### src/rtl/btn_debouncer.sv
// Push-button conditioner: 2-flop synchroniser, 4-state debounce FSM, and
// registered level plus press / release / long-press strobes.
module btn_debouncer #(
    parameter int DEBOUNCE_CYCLES = 270000,
    parameter int LONG_CYCLES     = 27000000,
    parameter bit ACTIVE_LOW      = 1'b1
) (
    input  logic clk,
    input  logic rst,
    input  logic btn,
    output logic pressed,
    output logic press_pulse,
    output logic release_pulse,
    output logic long_pulse
);

    localparam int DEB_W  = $clog2(DEBOUNCE_CYCLES + 1);
    localparam int HOLD_W = $clog2(LONG_CYCLES + 1);

    localparam logic [DEB_W-1:0]  DEB_ONE   = DEB_W'(1);
    localparam logic [DEB_W-1:0]  DEB_LAST  = DEB_W'(DEBOUNCE_CYCLES - 1);
    localparam logic [DEB_W-1:0]  DEB_MAX   = DEB_W'(DEBOUNCE_CYCLES);
    localparam logic [HOLD_W-1:0] HOLD_ONE  = HOLD_W'(1);
    localparam logic [HOLD_W-1:0] HOLD_LAST = HOLD_W'(LONG_CYCLES - 1);
    localparam logic [HOLD_W-1:0] HOLD_MAX  = HOLD_W'(LONG_CYCLES);

    // Pin level that means "not pressed"; the synchroniser resets to it.
    localparam logic IDLE_PIN = ACTIVE_LOW;

    typedef enum logic [1:0] {
        RELEASED    = 2'd0,
        PRESS_CHK   = 2'd1,
        PRESSED     = 2'd2,
        RELEASE_CHK = 2'd3
    } state_t;

    state_t              state, state_nxt;
    logic                sync1, sync2, act;
    logic [DEB_W-1:0]    deb_cnt, deb_nxt;
    logic [HOLD_W-1:0]   hold_cnt, hold_nxt;
    logic                long_done, long_done_nxt;
    logic                pressed_nxt, press_nxt, release_nxt, long_nxt;

    always_ff @(posedge clk) begin
        if (rst) begin
            sync1 <= IDLE_PIN;
            sync2 <= IDLE_PIN;
        end else begin
            sync1 <= btn;
            sync2 <= sync1;
        end
    end

    assign act = ACTIVE_LOW ? ~sync2 : sync2;

    always_ff @(posedge clk) begin
        if (rst) begin
            state         <= RELEASED;
            deb_cnt       <= '0;
            hold_cnt      <= '0;
            long_done     <= 1'b0;
            pressed       <= 1'b0;
            press_pulse   <= 1'b0;
            release_pulse <= 1'b0;
            long_pulse    <= 1'b0;
        end else begin
            state         <= state_nxt;
            deb_cnt       <= deb_nxt;
            hold_cnt      <= hold_nxt;
            long_done     <= long_done_nxt;
            pressed       <= pressed_nxt;
            press_pulse   <= press_nxt;
            release_pulse <= release_nxt;
            long_pulse    <= long_nxt;
        end
    end

    always_comb begin
        state_nxt = state;
        deb_nxt   = deb_cnt;
        hold_nxt  = hold_cnt;
        unique case (state)
            RELEASED: begin
                hold_nxt = '0;
                if (act) begin
                    state_nxt = PRESS_CHK;
                    deb_nxt   = DEB_ONE;
                end else begin
                    deb_nxt = '0;
                end
            end
            PRESS_CHK: begin
                if (!act) begin
                    state_nxt = RELEASED;
                    deb_nxt   = '0;
                end else if (deb_cnt == DEB_LAST) begin
                    state_nxt = PRESSED;
                    deb_nxt   = '0;
                    hold_nxt  = '0;
                end else if (deb_cnt != DEB_MAX) begin
                    deb_nxt = deb_cnt + DEB_ONE;
                end
            end
            PRESSED: begin
                if (hold_cnt != HOLD_MAX) hold_nxt = hold_cnt + HOLD_ONE;
                if (!act) begin
                    state_nxt = RELEASE_CHK;
                    deb_nxt   = DEB_ONE;
                end else begin
                    deb_nxt = '0;
                end
            end
            RELEASE_CHK: begin
                // Hold time keeps running while a release is still unconfirmed.
                if (hold_cnt != HOLD_MAX) hold_nxt = hold_cnt + HOLD_ONE;
                if (act) begin
                    state_nxt = PRESSED;
                    deb_nxt   = '0;
                end else if (deb_cnt == DEB_LAST) begin
                    state_nxt = RELEASED;
                    deb_nxt   = '0;
                end else if (deb_cnt != DEB_MAX) begin
                    deb_nxt = deb_cnt + DEB_ONE;
                end
            end
            default: begin
                state_nxt = RELEASED;
                deb_nxt   = '0;
                hold_nxt  = '0;
            end
        endcase
    end

    always_comb begin
        pressed_nxt   = (state_nxt == PRESSED) || (state_nxt == RELEASE_CHK);
        press_nxt     = (state == PRESS_CHK) && (state_nxt == PRESSED);
        release_nxt   = (state == RELEASE_CHK) && (state_nxt == RELEASED);
        // A release accepted on the threshold cycle suppresses the long strobe.
        long_nxt      = ((state == PRESSED) || (state == RELEASE_CHK)) &&
                        (hold_cnt == HOLD_LAST) && !long_done && !release_nxt;
        long_done_nxt = long_done;
        if (press_nxt || release_nxt) long_done_nxt = 1'b0;
        else if (long_nxt)            long_done_nxt = 1'b1;
    end

endmodule

### config.mk
export PLATFORM = sky130hd
export DESIGN_NAME = btn_debouncer
export DESIGN_NICKNAME = d
export VERILOG_FILES = /design/src/rtl/btn_debouncer.sv
export SDC_FILE = /design/constraint.sdc
export NUM_CORES = 1
export LEC_CHECK = 0
export BUFFER_PORTS_ARGS = -buffer_cell sky130_fd_sc_hd__buf_4
export CAP_MARGIN = 20
export CORE_MARGIN = 5
export CORE_UTILIZATION = 35
export CTS_CLUSTER_DIAMETER = 120
export DETAILED_ROUTE_END_ITERATION = 7
export HOLD_SLACK_MARGIN = 0.15
export PLACE_DENSITY = 0.58
export SLEW_MARGIN = 40
export SYNTH_ARGS = -nofsm -noshare
export SYNTH_HDL_FRONTEND = slang
export SYNTH_SLANG_ARGS = --single-unit
### constraint.sdc
create_clock -name clk -period 2.5 [get_ports clk]
set_input_delay 0.5 -clock clk [delete_from_list [all_inputs] [get_ports clk]]
set_output_delay 0.5 -clock clk [all_outputs]
set_load 0.03 [all_outputs]
### After elaboration in Yosys (flattened, before gate mapping)

Index checks and enable logic that the tools add are counted.

| cells by class | value |
|---|---|
| add/subtract/negate cells | 2 |
| equality and inequality tests | 12 |
| muxes and demuxes | 18 |
| reduce and logical (&&, ||, !) cells | 15 |

Operators by type and width:

| operator | number |
|---|---|
| $mux 19 | 4 |
| $pmux 19 s4 | 1 |
| $mux 25 | 3 |
| $pmux 25 s3 | 1 |
| $add 25x1->25 const B | 1 |
| $eq 25x25->1 const B | 1 |
| $ne 25x25->1 const B | 1 |
| $add 19x1->19 const B | 1 |
| $eq 19x19->1 const B | 1 |
| $ne 19x19->1 const B | 1 |
| $mux 2 | 6 |
| $eq 2x2->1 const B | 4 |
| $pmux 2 s4 | 1 |
| $logic_and 1x1->1 | 5 |
| $logic_not 2->1 | 2 |
| $ne 2x2->1 const B | 2 |
| $reduce_or 2->1 | 2 |
| $logic_or 1x1->1 | 3 |
| $reduce_and 3->1 | 1 |
| $eq 2x1->1 const B | 1 |
| $logic_not 1->1 | 2 |
| $mux 1 | 2 |
| $ne 2x1->1 const B | 1 |

| word-level totals | value |
|---|---|
| bits in registers | 53 |
| output and inout bits | 4 |

### Logic depth before layout (Yosys ltp)

Gate-level depths: netlist of the first run.

| logic depth | value |
|---|---|
| depth in word-level cells | 8 |
| gate-level depth with buffers | 8 |
| depth with buffers taken out | 6 |

### Worst setup path before layout of the first run

Ideal clock, no wire load.

| timing | value |
|---|---|
| kind | register to register |
| start point | reg deb_cnt[10] |
| end point | reg hold_cnt[11] |
| library setup time | 0.101 ns |
| arrival time | 1.718 ns |
| required time | 2.399 ns |
| path slack | 0.681 ns |
| stages on the path, launching flop included | 9 |
| buffers on the path | 3 |
| period minus slack after synthesis | 1.819 ns |
| path through | dfxtp_1 and4_1 and4_1 buf_6 a311oi_4 buf_6 buf_4 o211ai_1 o41ai_1 |

| between the ends | value |
|---|---|
| longest elaborated chain between the ends | 3 |

RTL lines:

| item | RTL line | RTL |
|---|---|---|
| from (decl) | 39 | `logic [DEB_W-1:0] deb_cnt, deb_nxt;` |
| from (signal assigned) | 68 | `deb_cnt <= deb_nxt;` |
| $eq 19x19->1 | 96 | `end else if (deb_cnt == DEB_LAST) begin` |
| $ne 2x2->1 (no line) | - |  |
| $reduce_and 3->1 (no line) | - |  |
| to (signal assigned) | 69 | `hold_cnt <= hold_nxt;` |
| to (decl) | 40 | `logic [HOLD_W-1:0] hold_cnt, hold_nxt;` |

Every way passes these cells.
A chain may end at the register's enable or synchronous reset.

### Worst setup path after layout of the first run

| timing | value |
|---|---|
| start point | reg deb_cnt[9] |
| end point | reg hold_cnt[19] |

The elaborated chain is that of the path after synthesis.

==> results.json, run 1 <==
{
  "numCtsBuffers": 5,
  "drt-total-wl_mm": 5.70,
  "io_pins": 7,
  "htreeDepth": 2,
  "clock-root-buffer": "clkbuf_8",
  "synth_top_area_share_pct": 39.6,
  "hp-class": "in -> reg",
  "setup_viol": 0,
  "dpl.hpwl_mm": 3.90,
  "io_buffers": 6,
  "globalRouteOverflowTotal": 0,
  "route.detailed.drc": 0,
  "yosysTopAreaCell": "dfxtp_1",
  "met1_usage_pct": 16.1,
  "endpoint_kind": "flip-flop",
  "stdcell_count": 410,
  "required_ns": 2.74,
  "ctsHoldBuffers": 0,
  "maxCapViolCount": 0,
  "ctsResizeCount": 0,
  "final_cell_area_um2": 2900,
  "yosysWarnings": 0,
  "antenna_found_initial": 0,
  "core_um2": 7370,
  "hold_viol_final": 0,
  "grtUsageMet2_pct": 19.9,
  "synthDistinctLibCells": 47,
  "mostFrequentLayoutCell": "dfxtp_1",
  "setup_tns_ns": 0,
  "die_w_um": 97.5,
  "start_util_pct": 36.3,
  "ys_top_cells_by_area": "dfxtp_1 40%, nor2_1 4.5%, nand3_1 3.7%, xor2_1 3.6%, a21oi_1 3.2%",
  "fin_crit_ns": 2.14,
  "globalRouteTotalUtil_pct": 12.1,
  "area_growth_pct": 8.46,
  "ant_nets": 0,
  "antenna_cells": 0,
  "status": "complete, no violations",
  "layout_common_cells": "53 x dfxtp_1, 32 x nor2_1, 20 x nand3_1",
  "ctsLongestPathBuffers": 2,
  "synth-seq-cells": 53,
  "via_count": 2217,
  "worstMarginPinSlew_ns": 0.559,
  "cp-startpoint": "deb_cnt[9]",
  "synth.avg_cell_area_um2": 8.72,
  "ys_seq_area_share_pct": 39.6,
  "gp_congestion": 0.784,
  "ir_drop_v": 0.000192,
  "viasPerCell": 5.41,
  "drt_iter0_drc": 93,
  "pre_cts_ws_ns": 0.383,
  "multi_input_area_um2": 1480,
  "fin_hold_ws_ns": 0.377,
  "cts.sinks": 53,
  "clkTransAtPathRegs_ns": 0.09,
  "min_period_over_period_pct": 85.4,
  "maxSlewHeadroom_pct": 62.6,
  "fin_skew_ns": 0.00503,
  "die_h_um": 97.5,
  "grt_pass1_vias": 2062,
  "clock.fmax_ghz": 0.468,
  "synth_cells": 307,
  "layout.area.seq_um2": 1060,
  "post_drt_wl_per_cell_um": 13.9,
  "power_density_nw_per_um2": 511,
  "cts_setup_buffers": 0,
  "grt_start_max_net_pins": 37,
  "rows": 31,
  "rr_startpoint": "deb_cnt[9]",
  "fill_cells": 794,
  "nets": 317,
  "drv_slew": 0,
  "clk_latency_ns": 0.31,
  "dieArea_um2": 9500,
  "drt_first_pass_iters": 4,
  "finalPower_mw": 1.49,
  "utilization_pct": 39.4,
  "fin_ws_ns": 0.365,
  "arrival_ns": 2.37,
  "hp-start": "btn",
  "dpl_cell_area_um2": 2790,
  "path_class": "reg -> reg",
  "syn_nets": 314,
  "critPathLaunchType": "flip-flop",
  "grt_pass1_wl_mm": 9.63,
  "busiest_layer": "met2",
  "synth_area_um2": 2680,
  "crit_fanout": 36,
  "cts_tree": "done",
  "layout-drive-gt1-share_pct": 8.04,
  "dp_cells": 402,
  "rsz0062_at_grt": "no",
  "grt_use_met3_pct": 2.37,
  "leakage_nw": 0.900
}
[report_power, final]
part           switching [mW]  internal (mW)
Clock                   0.283          0.327
Sequential            0.00285          0.846
Combinational          0.0170        0.00970
[cell families after synthesis]
logic type	Yosys count	share of synthesized area, %
AND/OR/NAND/NOR	146	31.4
AO/OA/AOI/OAI	61	15.2
flip-flops	53	39.6
buffers and inverters	23	5.19
XOR/XNOR	17	5.56
adder cells (fa/ha/maj)	4	1.87
multiplexers	3	1.12
[synthesized netlist by cell type (all sizes together)]
master,count
a41oi,1
xor2,11
a31oi,4
dfxtp,53
or2,3
nand3b,1
or4,6
nand4b,2
or3,7
nor3,10
nor3b,2
a21o,1
o21ai,13
a21oi,17
o31ai,6
o211ai,7
and3,9
o2bb2ai,1
nor4b,3
nand2b,3
xnor2,6
clkbuf,7
inv,8
nor4,7
nand3,21
o2111ai,2
and2,4
o21bai,1
nand4,11
a311oi,2
nor4bb,1
ha,4
nand2,17
and4,7
o41ai,4
mux2i,3
nor2,32
o21a,2
buf,8
[critical path, stage by stage, from the launching register on]
cell and delay [ns]:
dfxtp_1 0.41, and4_1 0.28, and4_1 0.38, a311oi_4 0.15, buf_12 0.19, or4_1 0.51
a21oi_1 0.15
[flip-flops by register name, indices dropped and copies added, names as in the netlist]
register / flops
pressed: 1
sync2: 1
long_pulse: 1
sync1: 1
deb_cnt: 19
press_pulse: 1
long_done: 1
release_pulse: 1
state: 2
hold_cnt: 25
[area by class of cell]
class | count | share of cell area (%)
timing repair buffer | 11 | 3.27
tap | 99 | 4.27
inverter | 8 | 1.03
clock buffer | 7 | 2.97
sequential | 53 | 36.5
multi-input combinational | 231 | 50.9
clock inverter | 1 | 1.03
[final timing paths]
kind | to | depth (start not counted) | slack, ns
worst max-delay path | hold_cnt[19] | 6 | 0.36
worst min-delay path | sync1 | 2 | 0.38
worst max register to register | hold_cnt[19] | 6 | 0.36
worst min register to register | sync2 | 1 | 0.42
[metal layers]
layer / vias up / part of all wire [%] / wire [um]
met1: 1049 / 50 / 2850
met2: 17 / 47 / 2660
met3: 9 / 2.1 / 117
met5: - / 0 / 0
met4: 0 / 1.3 / 76
li1: 1142 / - / -
No activity file was read; power rests on OpenSTA's default activity.
==> run 2: changes to the inputs <==
Settings changed: PLACE_DENSITY 0.58 to 0.6.
Clock period 2.5 ns to 1.8 ns, I/O delays scaled along.
==> results.json, run 2 (same netlist as run 1, synthesis figures left out) <==
{
  "status": "finished, violations left",
  "violations": "setup timing",
  "max_stage_delay_ns": 0.51,
  "p_sw_share_pct": 24.4,
  "drt_iter0_drc": 157,
  "clkPwrFrac_pct": 37.2,
  "grt_start_max_net_pins": 24,
  "drv_slew": 0,
  "path_buf_inv": 1,
  "required_ns": 2.06,
  "post_drt_wl_per_cell_um": 14.2,
  "largest_reg_flops": 25,
  "reg_top3": "hold_cnt: 25 flops, deb_cnt: 19 flops, state: 2 flops",
  "setup_viol": 15,
  "io_buffers": 6,
  "final_cell_area_um2": 3640,
  "route.detailed.drc": 0,
  "multi_input_area_um2": 1640,
  "fin_skew_ns": 0.0158,
  "fin_ws_ns": -0.106,
  "layout_common_cells": "73 x buf_4, 40 x dfxtp_1, 30 x nor2_1",
  "fill_cells": 714,
  "hold_viol_final": 0,
  "hp-class": "in -> reg",
  "die_h_um": 97.5,
  "rows": 31,
  "power_density_nw_per_um2": 539,
  "fin_hold_ws_ns": 0.226,
  "path_class": "reg -> reg",
  "numCtsBuffers": 5,
  "globalRouteOverflowTotal": 0,
  "layout.area.seq_um2": 1080,
  "area_growth_pct": 36.0,
  "clkTransAtPathRegs_ns": 0.11,
  "finalPower_mw": 1.96,
  "ir_drop_v": 0.000380,
  "critPathTopFamily": "simple AND/OR/NAND/NOR gates",
  "min_period_over_period_pct": 106,
  "gp_congestion": 0.807,
  "grt_pass1_wl_mm": 10.9,
  "dpl.hpwl_mm": 4.54,
  "ant_nets": 0,
  "die_w_um": 97.5,
  "crit_chain": "nor4b_4 > and4_4 > a311oi_4 > clkbuf_16 > or4_4 > a21oi_2",
  "layout-drive-gt1-share_pct": 37.0,
  "io_pins": 7,
  "via_count": 2558,
  "rsz0062_at_grt": "yes",
  "htreeDepth": 2,
  "maxCapViolCount": 0,
  "slowest_stage": "or4_4",
  "power.switching_mw": 0.479,
  "core_um2": 7370,
  "worstMarginPinSlew_ns": 0.403,
  "clock-root-buffer": "clkbuf_8",
  "crit_fanout": 8,
  "leakage_nw": 1.30,
  "largest_register": "hold_cnt",
  "ctsLongestPathBuffers": 2,
  "nets": 387,
  "hp-start": "btn",
  "stdcell_count": 480,
  "maxSlewHeadroom_pct": 73.1,
  "critPathLaunchType": "flip-flop",
  "pwr-share-seq_pct": 59.9,
  "drt_first_pass_iters": 5,
  "antenna_found_initial": 0,
  "drt-total-wl_mm": 6.84,
  "mostFrequentLayoutCell": "buf_4",
  "arrival_ns": 2.17,
  "globalRouteTotalUtil_pct": 13.7,
  "cp-startpoint": "deb_cnt[16]",
  "clk_latency_ns": 0.32,
  "rr_startpoint": "deb_cnt[16]",
  "pre_cts_ws_ns": -0.124,
  "ctsHoldBuffers": 0,
  "p_int_mw": 1.49,
  "grt_pass1_vias": 2368,
  "combPwrFrac_pct": 2.9,
  "endpoint_kind": "flip-flop",
  "antenna_cells": 0,
  "start_util_pct": 36.3,
  "fin_crit_ns": 1.91,
  "dpl_cell_area_um2": 3250,
  "cts_tree": "done",
  "clock.fmax_ghz": 0.525,
  "cts.sinks": 53,
  "r2r_slack_ns": -0.11,
  "dp_cells": 461,
  "viasPerCell": 5.33,
  "dieArea_um2": 9500
}
## run 2: cell count changes in the layout (fill, tap and decap cells not counted), sizes merged
cell / before / now
clkbuf: 7 / 6
inv: 8 / 9
clkinv: 0 / 2
bufinv: 1 / 0
buf: 11 / 80
## run 2: layout make-up
cell class,count,area share (%)
Multi-Input combinational cell,231,44.9
Sequential cell,53,29.6
Timing Repair Buffer,81,18.6
Tap cell,99,3.40
Clock buffer,5,1.89
Inverter,8,0.824
Clock inverter,3,0.721
## run 2: final timing paths
| check | to | cells after the start |
|---|---|---|
| max | hold_cnt[19] | 6 |
| min | sync1 | 2 |
| max reg2reg | hold_cnt[19] | 6 |
| min reg2reg | sync2 | 1 |
## run 2: metrics by stage
| step | TNS [ns] | util, % |
|---|---|---|
| 2_1_floorplan | 0 | - |
| 3_3_place_gp | -0.0568 | 44.0 |
| 3_5_place_dp | -0.644 | 44.0 |
| 4_1_cts | -0.313 | 45.7 |
| 5_1_grt | -2.43 | 49.4 |
| 6_report | -0.765 | 49.4 |
## run 2: what timing repair did
item	CTS	global route
endpoints found under the setup margin	12	28
setup buffers	1	10
pin swaps	5	33
gates resized for setup	6	52
gates cloned	0	1
## run 2: power groups by stage
stage               Sequential (mW)  Combinational (mW)  Clock, mW
floorplan                      1.21              0.0271          0
global placement               1.21              0.0452          0
detailed placement             1.21              0.0459          0
CTS                            1.18              0.0460      0.761
global route                   1.18              0.0622      0.806
finish                         1.18              0.0574      0.730
## run 2: metal layers
metal,GRT usage (%),part of all wire [%],vias to the layer above
met5,0,0,-
met4,5.43,1.5,0
met3,2.73,3.1,9
met2,21.9,49,39
met1,18.0,47,1225
li1,-,-,1285
==> run 3: changes to the inputs <==
Settings changed: GPL_TIMING_DRIVEN set to 0, SKIP_LAST_GASP set to 1.
==> results.json, run 3 (same netlist as run 1, synthesis figures left out) <==
{
  "status": "finished, violations left",
  "violations": "setup timing",
  "layout.area.seq_um2": 1110,
  "rows": 31,
  "via_count": 2581,
  "routed-wl-met3_um": 330,
  "fin_skew_ns": 0.0143,
  "layout-drive-gt1-share_pct": 35.4,
  "r2r_slack_ns": -0.16,
  "multi_input_area_um2": 1720,
  "cts_tree": "done",
  "fill_cells": 681,
  "drt_first_pass_iters": 4,
  "io_pins": 7,
  "dieArea_um2": 9500,
  "drv_slew": 0,
  "gp_congestion": 0.863,
  "area_growth_pct": 34.4,
  "hold_end": "sync1",
  "hold_viol_final": 0,
  "pre_cts_ws_ns": -0.386,
  "leakage_nw": 1.19,
  "clkTransAtPathRegs_ns": 0.10,
  "largest_register": "hold_cnt",
  "met2_wirelength_mm": 3.85,
  "crit_fanout": 5,
  "dp_cells": 412,
  "path_class": "reg -> reg",
  "fin_ws_ns": -0.161,
  "drt-total-wl_mm": 7.56,
  "route.detailed.drc": 0,
  "rr_startpoint": "deb_cnt[17]",
  "endpoint_kind": "flip-flop",
  "globalRouteTotalUtil_pct": 15.1,
  "power_density_nw_per_um2": 527,
  "ant_nets": 0,
  "hp-class": "in -> reg",
  "maxSlewHeadroom_pct": 61.2,
  "min_period_over_period_pct": 109,
  "antenna_cells": 0,
  "clock-root-buffer": "clkbuf_8",
  "globalRouteOverflowTotal": 0,
  "worstReg2RegEnd": "hold_cnt[6]",
  "post_drt_wl_per_cell_um": 16.4,
  "largest_reg_flops": 25,
  "numCtsBuffers": 5,
  "ir_drop_v": 0.000254,
  "htreeDepth": 2,
  "io_buffers": 6,
  "cts.sinks": 53,
  "setup_viol": 22,
  "reg2regPathDepth": 8,
  "antenna_found_initial": 0,
  "viasPerCell": 5.60,
  "worstMarginPinSlew_ns": 0.581,
  "ctsLongestPathBuffers": 2,
  "drt_iter0_drc": 170,
  "dpl.hpwl_mm": 4.25,
  "stdcell_count": 461,
  "fin_crit_ns": 1.96,
  "die_w_um": 97.5,
  "hold_depth": 2,
  "rsz0062_at_grt": "yes",
  "critPathLaunchType": "flip-flop",
  "maxCapViolCount": 0,
  "met1Wirelength_mm": 3.30,
  "final_cell_area_um2": 3600,
  "nets": 368,
  "clk_latency_ns": 0.31,
  "core_um2": 7370,
  "dr.max_layer_used": "met4",
  "grt_pass1_vias": 2452,
  "mostFrequentLayoutCell": "buf_4",
  "finalPower_mw": 1.90,
  "reg_top3": "hold_cnt: 25 flops, deb_cnt: 19 flops, state: 2 flops",
  "dpl_cell_area_um2": 2850,
  "arrival_ns": 2.21,
  "ctsHoldBuffers": 0,
  "layout_common_cells": "37 x buf_4, 32 x dfxtp_1, 26 x nor2_1",
  "clock.fmax_ghz": 0.510,
  "grt_start_max_net_pins": 16,
  "die_h_um": 97.5,
  "required_ns": 2.05,
  "start_util_pct": 36.3,
  "hp-start": "btn",
  "grt_pass1_wl_mm": 12.0
}
==> run 3: changes by cell type in the layout (fill, tap and decap cells not counted), moves of 5 or more <==
cell,previous run,this run
clkbuf_1,0,6
buf_6,3,13
dfxtp_1,40,32
dfxtp_4,1,8
buf_4,73,37
nand3_1,19,14
==> run 3: worst max-delay path: stages, from the launching register on <==
cell and delay [ns]:
dfxtp_2 0.35, nor4b_4 0.27, and4_1 0.23, buf_6 0.11, a311oi_4 0.12, buf_4 0.18, buf_6 0.11, or3_4 0.37
a21oi_2 0.15
==> run 3: power breakdown <==
part | internal, mW | switching [mW]
combinational | 0.0239 | 0.0337
clock | 0.271 | 0.401
sequential | 1.16 | 0.00407
total | 1.46 | 0.438
==> run 3: repair_timing <==
action / 4_1_cts / 5_1_grt
pin swaps: 25 / 20
cloned: 2 / 0
setup buffers: 26 / 14
resized for setup: 50 / 47
endpoints found under the setup margin: 38 / 45
==> run 3: metal layers <==
| layer | vias to the layer above | track usage (%) |
|---|---|---|
| met4 | 0 | 5.22 |
| met1 | 1256 | 19.2 |
| met5 | - | 0 |
| met2 | 62 | 25.0 |
| li1 | 1252 | - |
| met3 | 11 | 3.45 |
==> run 3: final cells by class <==
type	count	share of cell area, %
buffer	14	3.37
clock buffer	6	2.02
clock inverter	2	0.278
inverter	8	0.834
multi-input combinational	231	47.8
sequential	53	30.8
tap	99	3.44
timing repair buffer	48	11.5
==> run 3: worst max path at each step <==
| stage | startpoint | to | slack [ns] |
|---|---|---|---|
| floorplan | hold_cnt[2] | hold_cnt[23] | 0.0001 |
| global placement | state[1] | hold_cnt[4] | -0.36 |
| detailed placement | state[1] | hold_cnt[4] | -0.39 |
| CTS | deb_cnt[17] | hold_cnt[10] | -0.11 |
| global route | deb_cnt[4] | hold_cnt[3] | -0.25 |
| finish | deb_cnt[17] | hold_cnt[6] | -0.16 |
==> run 3: stage by stage <==
stage                     utilization (%)  hold WS, ns  TNS, ns
after floorplan                         -        0.389        0
after global placement               38.7        0.395    -7.35
after detailed placement             38.7        0.400    -7.66
after CTS                            45.0        0.223   -0.812
after global routing                 48.8        0.219    -5.65
final                                48.8        0.227    -1.88
